==> config.mk <==
export PLATFORM = sky130hd
export DESIGN_NAME = sat_counter
export DESIGN_NICKNAME = d
export VERILOG_FILES = /design/src/rtl/sat_counter.sv
export SDC_FILE = /design/constraint.sdc
export NUM_CORES = 1
export LEC_CHECK = 0
export CAP_MARGIN = 20
export CORE_ASPECT_RATIO = 1.25
export CORE_MARGIN = 2
export CORE_UTILIZATION = 40
export CTS_CLUSTER_DIAMETER = 60
export DETAILED_ROUTE_END_ITERATION = 8
export MAX_ROUTING_LAYER = met4
export PLACE_DENSITY = 0.66
export SLEW_MARGIN = 20
export SYNTH_ARGS = -nofsm -noshare
export SYNTH_HDL_FRONTEND = slang
export SYNTH_SLANG_ARGS = --single-unit
==> constraint.sdc <==
create_clock -name clk -period 4.2 [get_ports clk]
set_input_delay 0.63 -clock clk [delete_from_list [all_inputs] [get_ports clk]]
set_output_delay 0.63 -clock clk [all_outputs]
set_load 0.01 [all_outputs]
==> src/rtl/sat_counter.sv <==
// Counter that saturates at all-ones and never wraps.
// The clear input is synchronous.
module sat_counter #(
  parameter int unsigned CNT_W = 16
) (
  input  logic             clk,
  input  logic             clr,
  input  logic             inc,
  output logic [CNT_W-1:0] q
);

  always_ff @(posedge clk) begin
    if (clr) begin
      q <= '0;
    end else if (inc && (q != {CNT_W{1'b1}})) begin
      q <= q + CNT_W'(1);
    end
  end

endmodule

==> summary.md <==
| Metric | Value |
|---|---|
| Syn Nets | 103 |
| Sequential power share | 57.6% |
| Total GRT Usage | 18.85% |
| Critical path fanouts, max | 11 |
| CTS root buffer | clkbuf_4 |
| Post-synthesis sequential area ratio | 37.76% |
| GP Congestion | 0.7337 |
| Via density | 6.051 |
| First-pass GRT wire length | 3.574 mm |
| Setup CP Type | input pin to register |
| H-tree depth | 1 |
| WHS Path Cells | 2 |
| Worst VDD drop | 162.7 uV |
| Setup TNS | 0 ps |
| Initial Util | 42.80% |
| Max-cap viol count | 0 |
| Xor and xnor area share after synthesis | 2.065% |
| CP Launch Point | inc |
| Pwr Density | 250.8 nW/um^2 |
| Max clock buf depth | 2 |
| RSZ-0062 raised after global routing | false |
| Synth top area share | 37.76% |
| DR WL/cell | 14.38 um |
| Die X | 45.19 um |
| Rows | 18 |
| Post-Synthesis Cells | 99 |
| Hold buffer count at cts | 0 |
| Number of buffers created by CTS | 3 |
| Via count | 829 |
| Status | finished, final reports clean |
| R2R Path End | q[11]$_SDFFE_PP0P_ |
| Die area | 2508 um^2 |
| Worst setup SP type | input pin |
| Final Util | 54.17% |
| Reg with most FFs | q |
| DRT iter0 DRCs | 12 |
| Post-CTS setup buffer count | 0 |
| Die Ht | 55.49 um |
| WP data arrival | 2190 ps |
| HP Class | register to register |
| Most common cell after layout, fill and taps aside | clkdlybuf4s50_1 |
| FF-to-FF path depth | 5 |
| Layout area overhead | 26.55% |
| Fmax | 498.6 MHz |
| Syn Std Cell Area | 848.3 um^2 |
| Max FFs per register | 16 |
| Number of port buffers | 18 |
| Worst Min Path Start | q[1]$_SDFFE_PP0P_ |
| Clock transition at the registers of the reported paths | 100 ps |
| Layout cell share with drive strength beyond 1 | 6.838% |
| Kind of end point of the critical path | register |
| Top cells by area, synth | dfxtp_1 38%, or4_1 6.2%, a21oi_1 5.9% |
| Slew margin rel. | 49.02% |
| Diodes inserted | 0 |
| Most frequent cells in the layout | 18 x clkdlybuf4s50_1, 16 x dfxtp_1, 10 x a21oi_1 |
| Internal power | 0.2116 mW |
| ANT nets after route | 0 |
| Mean Syn Cell Area | 8.569 um^2 |
| Final HPWL DP | 1.390 mm |
| Setup WS pre-CTS | 1890 ps |
| Fin crit period | 2005 ps |
| Switch Pwr | 0.05757 mW |
| WL met2 | 962 um |
| Clk_lat worst skew | 280 ps |
| Post-synthesis mux area share | 2.507% |
| IO Count | 19 |
| Drt pass-1 iters | 4 |
| Tcrit/Tclk final | 47.75% |
| Final setup vio count | 0 |
| Post-synth cell types | 31 |
| Final wirelength | 1.970 mm |
| DRC violations left | 0 |
| Routed length on met3 | 55 um |
| Slew @ Worst Pin | 759.0 ps |
| Post-synthesis simple-gate area fraction | 36.43% |
| Final Skew | 4.274 ps |
| CTS tree | done |
| Core Footprint | 1982 um^2 |
| WHS Endpoint | q[1]$_SDFFE_PP0P_ |
| Setup ws final | 2195 ps |
| Hold Fails Final Rpt | 0 |
| Post_cts resized | 0 |
| Post-Route M1 WL | 917 um |
| Initial antenna violation count | 0 |
| Area leader, netlist | dfxtp_1 |
| Clk pwr share | 37.8% |
| YS warnings | 0 |
| Max layer used | met4 |
| Final-stage net count | 122 |
| CP required | 4380 ps |
| Largest family of logic cells by synthesized area | simple AND/OR/NAND/NOR gates |
| RR Startpoint | q[0]$_SDFFE_PP0P_ |
| Max Slew Vio Count | 0 |
| Adder-Cell Fraction of Synth Area | 1.475% |
| Worst R2R Setup Slack | 2230 ps |
| Gate power share | 4.6% |
| Biggest regs | q: 16 flops |
| TritonCTS Sinks | 16 |
| Grt ovf | 0 |
| Switching Share | 21.39% |
| Largest net degree at the start of global routing | 19 |
| Compound-gate portion of the synthesized area | 16.52% |
| Vias in the first global route | 794 |
| LEAKAGE | 0.3398 nW |
| Register bit total from synthesis | 16 |
power by group through the flow:
stage | logic, mW | clock network (mW) | registers (mW)
6_report | 0.0125 | 0.102 | 0.155
5_1_grt | 0.0144 | 0.115 | 0.155
4_1_cts | 0.0127 | 0.106 | 0.155
3_5_place_dp | 0.0125 | 0 | 0.159
3_3_place_gp | 0.0122 | 0 | 0.158
2_1_floorplan | 0.00553 | 0 | 0.159
layer usage:
layer / global-route usage (%) / vias up
li1: - / 418
met3: 3.268 / 4
met2: 26.73 / 16
met1: 26.11 / 391
met4: 7.563 / 0
met5: - / -
synth_stat cells:
| cell type | number |
|---|---|
| mux2_2 | 1 |
| o311ai_0 | 1 |
| nand2_2 | 1 |
| nor3_1 | 4 |
| or4_1 | 7 |
| or3_1 | 3 |
| and3_1 | 1 |
| buf_2 | 1 |
| nor2_1 | 6 |
| nand4_4 | 1 |
| o21ai_0 | 4 |
| a21oi_1 | 10 |
| nor4_4 | 1 |
| ha_1 | 1 |
| o41ai_1 | 1 |
| and4_1 | 3 |
| nor4bb_1 | 1 |
| nor4_1 | 2 |
| xnor2_1 | 2 |
| o31ai_1 | 6 |
| nand3b_1 | 1 |
| mux2i_1 | 1 |
| inv_1 | 3 |
| clkbuf_1 | 2 |
| o21a_1 | 1 |
| nand3_1 | 6 |
| dfxtp_1 | 16 |
| buf_1 | 1 |
| nor2b_1 | 2 |
| nand2_1 | 6 |
| nand4_1 | 3 |
through the flow:
stage | total power, mW | area (um^2) | instances | hold slack [ps]
floorplan | 0.1643 | 848.3 | 99 | 532.0
global placement | 0.1707 | 1037 | 133 | 516.4
detailed placement | 0.1710 | 1037 | 133 | 517.8
CTS | 0.2738 | 1074 | 137 | 535.7
global route | 0.2849 | 1074 | 137 | 562.6
finish | 0.2692 | 1074 | 137 | 529.0
logic make-up (layout without fill, tap and decap cells):
logic type,Yosys count,count (layout)
AOI/OAI and AO/OA,23,23
xor gates and xnor gates,2,2
adders and majority gates,1,1
buffers and inverters,7,25
DFF,16,16
muxes,2,2
and+or+nand+nor,48,48
critical path, stage by stage:
cell and delay, ps:
clkdlybuf4s50_1 570, nand2_1 260, nor4bb_1 360, mux2_2 360
cell type report:
class / instances / area [um^2]
fill: 213 / 908.4
multi-input combinational: 76 / 500.5
sequential: 16 / 320.3
timing repair buffer: 18 / 180.2
clock buffer: 4 / 36.28
tap: 20 / 25.02
inverter: 3 / 11.26
how the worst max path moves through the flow:
stage	endpoint	slack [ps]	depth (start not counted)
floorplan	q[15]$_SDFFE_PP0P_	2540	4
global placement	q[11]$_SDFFE_PP0P_	1960	4
detailed placement	q[11]$_SDFFE_PP0P_	1890	4
CTS	q[5]	2200	1
global route	q[11]$_SDFFE_PP0P_	2020	5
finish	q[11]$_SDFFE_PP0P_	2190	4
No activity file was read; power rests on OpenSTA's default activity.
